`src/rtl/decode_scoreboard_pkg.sv`:
```
// Shared types and constants for the decode-stage register scoreboard.
package decode_scoreboard_pkg;

    localparam int unsigned NREG    = 32;
    localparam int unsigned CNT_W   = 2;
    localparam int unsigned CREG_AW = $clog2(NREG);

    typedef logic [CREG_AW-1:0] creg_addr_t;
    typedef logic [CNT_W-1:0]   scoreboard_cnt_t;

    localparam scoreboard_cnt_t SB_CNT_MAX = '1;

    // One-hot select of an architectural register; x0 is never tracked.
    function automatic logic [NREG-1:0] reg_onehot(input creg_addr_t a);
        logic [NREG-1:0] v;
        v    = '0;
        v[a] = 1'b1;
        v[0] = 1'b0;
        return v;
    endfunction

endpackage

```
`src/rtl/decode_scoreboard_sb_counter.sv`:
```
// Saturating up/down counter tracking in-flight writes to one register.
module sb_counter
    import decode_scoreboard_pkg::*;
(
    input  logic i_clk,
    input  logic i_rst_n,
    input  logic i_inc,
    input  logic i_dec,
    output logic o_zero,
    output logic o_full,
    output logic o_underflow
);

    scoreboard_cnt_t r_cnt;
    logic            w_zero;
    logic            w_full;

    assign w_zero = (r_cnt == '0);
    assign w_full = (r_cnt == SB_CNT_MAX);

    // Count issues up and retires down; simultaneous inc and dec cancel.
    always_ff @(posedge i_clk or negedge i_rst_n) begin
        if (!i_rst_n) begin
            r_cnt <= '0;
        end else if (i_inc && !i_dec && !w_full) begin
            r_cnt <= r_cnt + scoreboard_cnt_t'(1);
        end else if (i_dec && !i_inc && !w_zero) begin
            r_cnt <= r_cnt - scoreboard_cnt_t'(1);
        end
    end

    assign o_zero      = w_zero;
    assign o_full      = w_full;
    // A retire with nothing in flight has no matching issue, even if an
    // issue to the same register lands in the same cycle.
    assign o_underflow = i_dec && w_zero;

endmodule

```
`src/rtl/decode_scoreboard.sv`:
```
// Register-dependency scoreboard gating issue from decode into execute.
module decode_scoreboard
    import decode_scoreboard_pkg::*;
(
    input  logic            clk,
    input  logic            resetn,
    input  logic            id_valid,
    input  creg_addr_t      id_ra1,
    input  creg_addr_t      id_ra2,
    input  logic            id_use1,
    input  logic            id_use2,
    input  logic            id_wen,
    input  creg_addr_t      id_dst,
    input  logic            id_fence,
    input  logic            ex_ready,
    input  logic            flush,
    input  logic            wb_valid,
    input  logic            wb_wen,
    input  creg_addr_t      wb_dst,
    output logic            id_ready,
    output logic            issue,
    output logic            busy,
    output logic [NREG-1:0] pending,
    output logic            err,
    output logic [31:0]     stall_cnt
);

    logic [NREG-1:0] w_zero;
    logic [NREG-1:0] w_full;
    logic [NREG-1:0] w_uflow;
    logic [NREG-1:0] w_inc_vec;
    logic [NREG-1:0] w_dec_vec;
    logic [NREG-1:0] w_pending;
    logic            w_busy;
    logic            w_hazard;
    logic            w_id_ready;
    logic            w_issue;
    logic            w_inc;
    logic            w_dec;
    logic            w_stall;
    logic            r_err;
    logic [31:0]     r_stall_cnt;

    // x0 has no counter: always empty, never full, never underflows.
    assign w_zero[0]  = 1'b1;
    assign w_full[0]  = 1'b0;
    assign w_uflow[0] = 1'b0;

    for (genvar g = 1; g < NREG; g++) begin : g_cnt
        sb_counter u_cnt (
            .i_clk       (clk),
            .i_rst_n     (resetn),
            .i_inc       (w_inc_vec[g]),
            .i_dec       (w_dec_vec[g]),
            .o_zero      (w_zero[g]),
            .o_full      (w_full[g]),
            .o_underflow (w_uflow[g])
        );
    end

    assign w_pending = ~w_zero;
    assign w_busy    = |w_pending;

    // Stall decision from current counters only; no retire bypass.
    always_comb begin
        w_hazard = 1'b0;
        if (id_use1 && (id_ra1 != '0) && w_pending[id_ra1]) w_hazard = 1'b1;
        if (id_use2 && (id_ra2 != '0) && w_pending[id_ra2]) w_hazard = 1'b1;
        if (id_wen  && (id_dst != '0) && w_full[id_dst])    w_hazard = 1'b1;
        if (id_fence && w_busy)                             w_hazard = 1'b1;
    end

    assign w_id_ready = !w_hazard && ex_ready;
    assign w_issue    = id_valid && w_id_ready && !flush;
    assign w_inc      = w_issue && id_wen;
    assign w_dec      = wb_valid && wb_wen;
    assign w_inc_vec  = w_inc ? reg_onehot(id_dst) : '0;
    assign w_dec_vec  = w_dec ? reg_onehot(wb_dst) : '0;
    assign w_stall    = id_valid && !w_id_ready && !flush;

    // Sticky error for any retire of a register with nothing in flight.
    always_ff @(posedge clk or negedge resetn) begin
        if (!resetn) begin
            r_err <= 1'b0;
        end else if (|w_uflow) begin
            r_err <= 1'b1;
        end
    end

    // Free-running count of scoreboard/downstream stall cycles.
    always_ff @(posedge clk or negedge resetn) begin
        if (!resetn) begin
            r_stall_cnt <= '0;
        end else if (w_stall) begin
            r_stall_cnt <= r_stall_cnt + 32'd1;
        end
    end

    assign id_ready  = w_id_ready;
    assign issue     = w_issue;
    assign busy      = w_busy;
    assign pending   = w_pending;
    assign err       = r_err;
    assign stall_cnt = r_stall_cnt;

endmodule

```
`config.mk`:
```
export PLATFORM = sky130hd
export DESIGN_NAME = decode_scoreboard
export DESIGN_NICKNAME = d
export VERILOG_FILES = /design/src/rtl/decode_scoreboard_pkg.sv /design/src/rtl/decode_scoreboard_sb_counter.sv /design/src/rtl/decode_scoreboard.sv
export SDC_FILE = /design/constraint.sdc
export NUM_CORES = 1
export LEC_CHECK = 0
export ABC_AREA = 1
export CORE_ASPECT_RATIO = 1.25
export CORE_MARGIN = 2
export CORE_UTILIZATION = 42
export CTS_CLUSTER_DIAMETER = 200
export DETAILED_ROUTE_END_ITERATION = 10
export SETUP_SLACK_MARGIN = 0.1
export SLEW_MARGIN = 25
export SYNTH_ARGS = -nofsm -noshare
export SYNTH_HDL_FRONTEND = slang
export SYNTH_SLANG_ARGS = --single-unit
export TNS_END_PERCENT = 5
```
`constraint.sdc`:
```
create_clock -name clk -period 2.8 [get_ports clk]
set_input_delay 0.42 -clock clk [delete_from_list [all_inputs] [get_ports clk]]
set_output_delay 0.42 -clock clk [all_outputs]
set_load 0.02 [all_outputs]
```
======== Yosys cells after proc, flatten, opt, wreduce, memory -nomap -nowiden ========
Cells that the tools add are included.
storage, ports and cells
  logic and storage cells ................. 577
  output and inout bits ................... 68
  register bits ........................... 95
operators by class
  multiplexer cells ....................... 78
  equality and inequality tests ........... 31
  reductions and logical operators ........ 365
  $add $sub $neg .......................... 63
  magnitude comparators ................... 6
  bitwise logic cells ..................... 1
operators by type and width
  operator               count
  $logic_and 1x1->1      171
  $logic_not 1->1        127
  $mux 2                 62
  $mux 32                2
  $add 2x1->2 const B    31
  $eq 2x2->1 const B     31
  $logic_not 2->1        31
  $reduce_bool 2->1      31
  $sub 2x1->2 const B    31
  $add 32x1->32 const B  1
  $not 32->32            1
  $reduce_or 32->1       1
  $reduce_or 31->1       1
  $lt 5x6->1 const B     4
  $bmux 1 s5             3
  $reduce_bool 5->1      3
  $demux 1 s5            2
  $ge 5x1->1 const B     2
  $mux 1                 9

======== Longest topological paths before layout ========
Gate-level depths: netlist of run 1.
  depth in word-level cells ............... 20
  mapped depth ............................ 19
  gate-level depth less buffers ........... 19

======== By module ========
From an unflattened synthesis of run 1, not the netlist that was laid out.
unflattened totals
  cells, all modules ...................... 1,453
  area total of the unflattened synthesis .. 8,531.9 um2
by module, submodules not included
  module             times used  sequential area each (um2)  area each (um2)  cells an instance
  sb_counter         31          50.0                        143.9            23
  decode_scoreboard  1           825.8                       4,071.4          740

======== Worst setup path after synthesis of run 1 ========
Ideal clock, no wire load.
  path kind ............................... register to register
  from .................................... register g_cnt[3].u_cnt.r_cnt[0]
  to ...................................... register g_cnt[9].u_cnt.r_cnt[0]
  setup slack ............................. 517 ps
  stages on the path, launching flop included .. 18
  period minus slack after synthesis ...... 2,283 ps
  arrival ................................. 2,166 ps
  library setup time ...................... 117 ps
  data required time ...................... 2,683 ps
  cells stage by stage .................... dfrtp_1 -> inv_1 -> nand2_1 -> nor3_1 -> nand2_1 -> nor2_2 -> nand2_2 -> nand2_2 -> nand2_2 -> nor2_4 -> nand2_1 -> nor2_4 -> buf_6 -> nand4_1 -> nand3_1 -> nand2_1 -> nand2_1 -> nand2_1
on the way
  elaborated cells on any way between the ends .. 31
  those cells by class .................... eq/ne (1); mux (12); bitwise (1); reduce/logical (17)
RTL lines
  element                             line                                source
  start, declared                     decode_scoreboard_sb_counter.sv:14  scoreboard_cnt_t r_cnt;
  start signal, assigned              decode_scoreboard_sb_counter.sv:26  r_cnt <= r_cnt + scoreboard_cnt_t'(1);
  start signal, assigned              decode_scoreboard_sb_counter.sv:28  r_cnt <= r_cnt - scoreboard_cnt_t'(1);
  $logic_not 2->1 (*)                 decode_scoreboard_sb_counter.sv:18  assign w_zero = (r_cnt == '0);
  $not 32->32 (*)                     decode_scoreboard.sv:61             assign w_pending = ~w_zero;
  via pending[3]                      decode_scoreboard.sv:23             output logic [NREG-1:0] pending,
  $reduce_or 32->1 (*)                decode_scoreboard.sv:62             assign w_busy = |w_pending;
  via busy                            decode_scoreboard.sv:22             output logic busy,
  $logic_and 1x1->1 (*)               decode_scoreboard.sv:70             if (id_fence && w_busy) w_hazard = 1'b1;
  $mux 1 (*)                          decode_scoreboard.sv:70
  $logic_not 1->1 (*)                 decode_scoreboard.sv:73             assign w_id_ready = !w_hazard && ex_ready;
  $logic_and 1x1->1 (*)               decode_scoreboard.sv:73
  via id_ready                        decode_scoreboard.sv:20             output logic id_ready,
  $logic_and 1x1->1 (*) (2 in a row)  decode_scoreboard.sv:74             assign w_issue = id_valid && w_id_ready && !flush;
  $logic_and 1x1->1 (*)               decode_scoreboard.sv:75             assign w_inc = w_issue && id_wen;
  $mux 32 (*)                         decode_scoreboard.sv:77             assign w_inc_vec = w_inc ? reg_onehot(id_dst) : '0;
  $logic_not 1->1                     decode_scoreboard_sb_counter.sv:27  end else if (i_dec && !i_inc && !w_zero) begin
  $logic_and 1x1->1 (2 in a row)      decode_scoreboard_sb_counter.sv:27
  $reduce_bool 2->1 (no line)         n/a
  end signal, assigned                decode_scoreboard_sb_counter.sv:26
  end signal, assigned                decode_scoreboard_sb_counter.sv:28
  end, declared                       decode_scoreboard_sb_counter.sv:14
Mark *: on every way through the listed nets, which the timed path passes. The rest lies on a longest branch. The select of a mux whose other input is x is not followed.
A chain may end at the register's enable or synchronous reset.

======== Worst setup path after layout of run 1 ========
  from .................................... register g_cnt[13].u_cnt.r_cnt[0]
  to ...................................... output port id_ready
on the way
  word-level cells in the longest chain between the ends .. 11
  elaborated cells on any way between the ends .. 20
  those cells by class .................... eq/ne (1); mux (10); bitwise (1); reduce/logical (8)
RTL lines
  element                       line                                source
  start, declared               decode_scoreboard_sb_counter.sv:14
  start signal, assigned        decode_scoreboard_sb_counter.sv:26
  start signal, assigned        decode_scoreboard_sb_counter.sv:28
  $logic_not 2->1               decode_scoreboard_sb_counter.sv:18
  $not 32->32                   decode_scoreboard.sv:61
  $bmux 1 s5                    decode_scoreboard.sv:67             if (id_use1 && (id_ra1 != '0) && w_pending[id_ra1]) w_hazard = 1'b1;
  $mux 1 (not written as such)  decode_scoreboard.sv:67
  $logic_and 1x1->1             decode_scoreboard.sv:67
  $mux 1                        decode_scoreboard.sv:67
  $mux 1                        decode_scoreboard.sv:68             if (id_use2 && (id_ra2 != '0) && w_pending[id_ra2]) w_hazard = 1'b1;
  $mux 1                        decode_scoreboard.sv:69             if (id_wen && (id_dst != '0) && w_full[id_dst]) w_hazard = 1'b1;
  $mux 1 (*)                    decode_scoreboard.sv:70
  $logic_not 1->1 (*)           decode_scoreboard.sv:73
  $logic_and 1x1->1 (*)         decode_scoreboard.sv:73
  end, declared                 decode_scoreboard.sv:20
Every way passes the cells marked *; elsewhere a longest branch is shown, timed or not. The select of a mux whose other input is x is not followed.

==> results of run 1 <==
-- stage by stage --
stage | total power [W] | TNS (ns) | instances | hold WS, ns | cell area (sq um)
6_report | 0.00449 | 0 | 1659 | 0.0124 | 10300
5_1_grt | 0.00471 | 0 | 1659 | 0.0582 | 10300
4_1_cts | 0.00446 | 0 | 1653 | 0.0459 | 10000
3_5_place_dp | 0.00295 | -20.27 | 1636 | 0.423 | 9630
3_3_place_gp | 0.00294 | -16.82 | 1636 | 0.423 | 9630
2_1_floorplan | 0.00229 | 0 | 1203 | 0.124 | 7440
-- sequential cells by signal, summed over array words and instances (netlist names) --
register and flops:
err 1, g_cnt.u_cnt.r_cnt 62, stall_cnt 32
-- repair_timing --
item	CTS	global route
hold buffers	0	0
endpoints found under the setup margin	41	66
gates cloned	0	0
buffers inserted	1	6
pin swaps	0	9
gates resized for setup	28	50
-- cells by family (layout without fill, tap and decap cells) --
group                    Yosys count  after routing  synth area share [%]
AO/OA/AOI/OAI                     41             41                  3.03
XOR/XNOR                          27             27                  3.18
adder cells (fa/ha/maj)            1              1                 0.168
buffers and inverters            194            426                  11.0
flip-flops                        95             95                  32.0
other                              1              1                0.0504
AND/OR/NAND/NOR                  844            844                  50.6
-- Yosys cell counts, drive strengths merged --
library cell | number | share of area, %
nand2 | 408 | 21
clkbuf | 9 | 0.45
nand4 | 91 | 7.7
ha | 1 | 0.17
nand3b | 1 | 0.10
buf | 24 | 2.4
nor2 | 137 | 7.4
and3 | 1 | 0.084
inv | 160 | 8.1
conb | 1 | 0.050
nor3 | 27 | 2.0
clkinv | 1 | 0.050
nor3b | 1 | 0.25
xor2 | 18 | 2.1
a21oi | 3 | 0.20
nand3 | 169 | 12
o211ai | 1 | 0.10
o2111ai | 3 | 0.35
a2111oi | 1 | 0.12
xnor2 | 9 | 1.1
o21ai | 31 | 2.1
o22ai | 2 | 0.17
nor4 | 7 | 0.59
dfrtp | 95 | 32
or2 | 2 | 0.17
-- critical path, stage by stage, from the launching register on --
cell     delay (ns)
dfrtp_1        0.38
or2_4          0.30
nor2_4         0.08
nand4_1        0.14
nor2_4         0.17
nand2_2        0.08
nand2_2        0.08
nand2_4        0.06
nor2_4         0.14
nand2_2        0.08
nor2_4         0.19
buf_6          0.14
-- layout by cell type, fill, tap and decap left out, drive strengths merged, types with 3 or more instances in the layout --
| master | instances |
|---|---|
| inv | 159 |
| buf | 156 |
| nor4 | 7 |
| nand3 | 169 |
| dfrtp | 95 |
| bufinv | 3 |
| clkbuf | 11 |
| clkdlybuf4s50 | 89 |
| a21oi | 3 |
| nor2 | 137 |
| xnor2 | 9 |
| o2111ai | 3 |
| xor2 | 18 |
| nor3 | 27 |
| o21ai | 31 |
| nand4 | 91 |
| nand2 | 408 |
-- where the power goes --
part	switching [W]	total, W	internal, W	leakage [nW]
clock	0.000585	0.00151	0.000923	0.176
sequential	0.000146	0.00166	0.00151	1.17
combinational	0.000776	0.00133	0.000550	3.48
-- worst min path at each step --
| stage | endpoint | depth (start not counted) | from |
|---|---|---|---|
| global placement | stall_cnt[2]$_DFFE_PN0P_ | 1 | resetn |
| global route | stall_cnt[2]$_DFFE_PN0P_ | 1 | resetn |
| detailed placement | stall_cnt[2]$_DFFE_PN0P_ | 1 | resetn |
| finish | stall_cnt[2]$_DFFE_PN0P_ | 1 | resetn |
| floorplan | err$_DFFE_PN0P_ | 0 | resetn |
| CTS | stall_cnt[2]$_DFFE_PN0P_ | 1 | resetn |
-- layer usage --
| layer | vias to the layer above | wire length [um] | global-route usage, % |
|---|---|---|---|
| li1 | 4356 | - | - |
| met2 | 379 | 13900 | 53.1 |
| met5 | - | 0 | 0 |
| met3 | 95 | 1740 | 4.68 |
| met4 | 0 | 1900 | 18.0 |
| met1 | 4075 | 11000 | 36.0 |
-- cell type report --
type / count / area, sq um
Clock inverter: 5 / 104
Fill cell: 1741 / 7170
Timing Repair Buffer: 249 / 2200
Sequential cell: 95 / 2380
Tap cell: 224 / 280
Multi-Input combinational cell: 914 / 4440
Clock buffer: 11 / 253
Inverter: 161 / 612
==> impl_metrics.env, run 1 <==
export IMPL_antenna_found_initial=0
export IMPL_fin_crit_ns=2.65
export IMPL_nNetsFinal=1462
export IMPL_grt_pass1_wl_um=44300
export IMPL_drc=0
export IMPL_tritoncts="done"
export IMPL_grt_usage_pct=31.0
export IMPL_synthToLayoutAreaGrowth_pct=38.1
export IMPL_final_core_util_pct=58.9
export IMPL_antenna_diode_count=0
export IMPL_crit_start="g_cnt[13].u_cnt.r_cnt[0]$_DFFE_PN0P_"
export IMPL_setup_viol=0
export IMPL_yosysSeqAreaShare_pct=32.0
export IMPL_endpoint="id_ready"
export IMPL_die_area_sq_um=18800
export IMPL_irDropWorstVdd_uv=320
export IMPL_port_buffers=97
export IMPL_coreArea_sq_um=17400
export IMPL_cp_required_ns=2.38
export IMPL_grt_max_degree=63
export IMPL_routed_wl_um=28500
export IMPL_power_density_nw_per_um2=438
export IMPL_final_setup_worst_slack_ns=0.152
export IMPL_die_w_um=123
export IMPL_r2r_end="g_cnt[12].u_cnt.r_cnt[1]$_DFFE_PN0P_"
export IMPL_gp_congestion=0.939
export IMPL_routedWlPerCell_um=17.2
export IMPL_path_class="reg2out"
export IMPL_first_iter_violations=576
export IMPL_vias=8905
export IMPL_post_place_ws_ns=-0.410
export IMPL_drv_cap=0
export IMPL_syn_area_per_cell_sq_um=6.18
export IMPL_worst_slew_pin_slew_ns=0.687
export IMPL_rows=54
export IMPL_run_status="finished clean"
export IMPL_start_util_pct=42.7
export IMPL_hold_class="in2async"
export IMPL_numCtsBuffers=9
export IMPL_drive_gt1_share_pct=17.0
export IMPL_ys_seq_elements=95
export IMPL_root_buffer="clkbuf_16"
export IMPL_clk_path_buf_depth=2
export IMPL_netlist_area_sq_um=7440
export IMPL_fp_dieH_um=153
export IMPL_rrSetupSlack_ns=0.19
export IMPL_fin_crit_sh_pct=94.6
export IMPL_cts_htree_levels=3
export IMPL_dpl_hpwl_um=22500
export IMPL_drv_slew=0
export IMPL_clk_latency_ns=0.36
export IMPL_synth_nets=1235
export IMPL_firstDrtPassIters=6
export IMPL_grt_pass1_vias=8448
export IMPL_netlist_instances=1203
export IMPL_arrival_ns=2.23
export IMPL_crit_fanout=3
export IMPL_rr_worst_depth=15
export IMPL_grt_ovfl_total=0
export IMPL_ant_nets=0
export IMPL_cts_sinks=95
export IMPL_ys_types=36
export IMPL_ys_warn_count=0
export IMPL_skew_ns=0.00956
export IMPL_relSlewSlack_pct=54.2
export IMPL_cp_end_kind="primary output"
export IMPL_fmaxAchievable_mhz=378
export IMPL_clk_pin_slew_ns=0.07
export IMPL_startpoint_type="register"
export IMPL_viasPerCell=5.37
export IMPL_rsz0062_at_grt="yes"
export IMPL_r2r_start="g_cnt[13].u_cnt.r_cnt[0]$_DFFE_PN0P_"
export IMPL_power_leakage_nw=4.82
export IMPL_hold_violations=0
export IMPL_io_pins=99
No activity file was read; power rests on OpenSTA's default activity.
==> run 2: changes to the inputs <==
--- a/config.mk
+++ b/config.mk
@@ -11,6 +11,8 @@
 export CORE_UTILIZATION = 42
 export CTS_CLUSTER_DIAMETER = 200
 export DETAILED_ROUTE_END_ITERATION = 10
+export MAX_ROUTING_LAYER = met4
+export RECOVER_POWER = 25
 export SETUP_SLACK_MARGIN = 0.1
 export SLEW_MARGIN = 25
 export SYNTH_ARGS = -nofsm -noshare
==> constraint.sdc (replaced) <==
create_clock -name clk -period 2.8 [get_ports clk]
set_input_delay 0.56 -clock clk [delete_from_list [all_inputs] [get_ports clk]]
set_output_delay 0.56 -clock clk [all_outputs]
set_load 0.02 [all_outputs]
==> impl_metrics.env, run 2 (synthesis gave the netlist of run 1 again) <==
export IMPL_final_cell_mix="nand2_1 (389), buf_4 (193), nand3_1 (166)"
export IMPL_rows=54
export IMPL_root_buffer="clkbuf_16"
export IMPL_grt_pass1_vias=8791
export IMPL_crit_fanout=3
export IMPL_die_w_um=123
export IMPL_r2r_start="g_cnt[8].u_cnt.r_cnt[1]$_DFFE_PN0P_"
export IMPL_dpl_hpwl_um=22900
export IMPL_p_switching_w=0.00154
export IMPL_cts_htree_levels=3
export IMPL_cts_sinks=95
export IMPL_dpl_instance_area_sq_um=10000
export IMPL_drv_cap=1
export IMPL_vias=9097
export IMPL_rrSetupSlack_ns=0.12
export IMPL_setup_viol=0
export IMPL_grt_usage_pct=32.9
export IMPL_relSlewSlack_pct=-24.7
export IMPL_cts_hold_buf=0
export IMPL_cp_end_kind="primary output"
export IMPL_viasPerCell=5.32
export IMPL_layout_commonest_cell="nand2_1"
export IMPL_coreArea_sq_um=17400
export IMPL_grt_pass1_wl_um=45900
export IMPL_rr_worst_depth=15
export IMPL_gp_congestion=0.986
export IMPL_drv_slew=29
export IMPL_die_area_sq_um=18800
export IMPL_grt_ovfl_total=0
export IMPL_drc=0
export IMPL_hold_violations=0
export IMPL_largest_reg_flops=62
export IMPL_hold_class="reg2reg"
export IMPL_run_status="complete, but fails checks"
export IMPL_tritoncts="done"
export IMPL_top_register="g_cnt.u_cnt.r_cnt"
export IMPL_min_path_cells=2
export IMPL_clk_path_buf_depth=2
export IMPL_routed_wl_um=29300
export IMPL_synthToLayoutAreaGrowth_pct=41.1
export IMPL_irDropWorstVdd_uv=278
export IMPL_port_buffers=97
export IMPL_combPwrFrac_pct=33.0
export IMPL_io_pins=99
export IMPL_hold_end="stall_cnt[31]$_DFFE_PN0P_"
export IMPL_clk_pin_slew_ns=0.07
export IMPL_skew_ns=0.00824
export IMPL_pwr_share_seq_pct=38.5
export IMPL_fmaxAchievable_mhz=365
export IMPL_first_iter_violations=687
export IMPL_arrival_ns=2.18
export IMPL_fin_crit_ns=2.74
export IMPL_ant_nets=0
export IMPL_rsz0062_at_grt="yes"
export IMPL_clk_latency_ns=0.36
export IMPL_fin_crit_sh_pct=97.9
export IMPL_clkPwrFrac_pct=28.5
export IMPL_min_from="stall_cnt[31]$_DFFE_PN0P_"
export IMPL_p_int_w=0.00273
export IMPL_swShare_pct=36.1
export IMPL_nNetsFinal=1512
export IMPL_cp_required_ns=2.24
export IMPL_antenna_diode_count=0
export IMPL_power_density_nw_per_um2=408
export IMPL_r2r_end="g_cnt[7].u_cnt.r_cnt[0]$_DFFE_PN0P_"
export IMPL_violations="max-capacitance violations, max-slew violations"
export IMPL_numCtsBuffers=9
export IMPL_setup_tns_ns=0
export IMPL_fillCellCount=1744
export IMPL_path_class="reg2out"
export IMPL_stdcell_area_sq_um=10500
export IMPL_startpoint_type="register"
export IMPL_start_util_pct=42.7
export IMPL_power_leakage_nw=5.01
export IMPL_fp_dieH_um=153
export IMPL_antenna_found_initial=0
export IMPL_grt_max_degree=63
export IMPL_routedWlPerCell_um=17.1
export IMPL_drive_gt1_share_pct=19.0
export IMPL_firstDrtPassIters=8
export IMPL_worst_slew_pin_slew_ns=1.87
-- run 2: changes by cell type in the layout (fill, tap and decap cells not counted), sizes merged, moves of 2 or more --
cell	previous run	this run
clkdlybuf4s50	89	82
clkinvlp	2	4
dlygate4sd2	2	7
bufinv	3	0
inv	159	162
buf	156	204
-- run 2: area by class of cell --
type / instances / area [sq um] / area share (%)
Multi-Input combinational cell: 914 / 4400 / 42.0
Timing Repair Buffer: 299 / 2540 / 24.2
Inverter: 161 / 608 / 5.80
Sequential cell: 95 / 2380 / 22.7
Clock inverter: 7 / 56.3 / 0.537
Clock buffer: 9 / 225 / 2.15
Tap cell: 224 / 280 / 2.67
-- run 2: critical path, cell delays in order, from the launching register on --
cell     delay (ns)
dfrtp_1        0.41
nor2_4         0.17
nand2_1        0.10
nor3_1         0.14
nand2_1        0.11
nor2_4         0.16
nand2_2        0.07
nand2_2        0.07
nand2_4        0.06
nor2_4         0.13
nand3_4        0.11
nor2_4         0.11
buf_4          0.15
-- run 2: what timing repair did --
item / CTS / global route
buffers inserted: 4 / 2
endpoints found under the hold margin: 0 / 0
endpoints found under the setup margin: 85 / 66
pin swaps: 12 / 9
gates resized for setup: 54 / 26
-- run 2: per-layer routing --
metal / vias up / GRT usage [%] / wire [um]
li1: 4462 / - / -
met1: 4171 / 37.3 / 11400
met2: 356 / 54.3 / 14000
met3: 108 / 5.46 / 1830
met4: 0 / 18.6 / 2040
met5: - / - / 0
-- run 2: power groups by stage --
stage,sequential (W),clock [W],combinational (W)
5_1_grt,0.00166,0.00129,0.00154
6_report,0.00165,0.00122,0.00141
4_1_cts,0.00164,0.00123,0.00140
3_5_place_dp,0.00166,0,0.00137
3_3_place_gp,0.00166,0,0.00136
2_1_floorplan,0.00173,0,0.000560
-- run 2: metrics by stage --
step	util (%)	instances	setup slack, ns	power [W]	hold WS [ns]
CTS	59.8	1708	0.0530	0.00427	0.155
finish	60.2	1709	0.0598	0.00427	0.497
global placement	57.4	1688	-0.675	0.00302	0.482
detailed placement	57.4	1688	-0.662	0.00303	0.485
global route	60.2	1709	-0.0350	0.00450	0.522
floorplan	-	1203	0.373	0.00229	0.264
-- run 2: worst max-delay path by stage --
stage | cells after the start | from | slack [ns] | end
after global placement | 14 | id_dst[0] | -0.68 | issue
after floorplan | 14 | id_ra1[0] | 0.37 | issue
after detailed placement | 14 | id_dst[0] | -0.66 | issue
final | 12 | g_cnt[8].u_cnt.r_cnt[1]$_DFFE_PN0P_ | 0.06 | issue
after global routing | 13 | g_cnt[13].u_cnt.r_cnt[0]$_DFFE_PN0P_ | -0.03 | id_ready
after CTS | 12 | g_cnt[1].u_cnt.r_cnt[0]$_DFFE_PN0P_ | 0.05 | id_ready
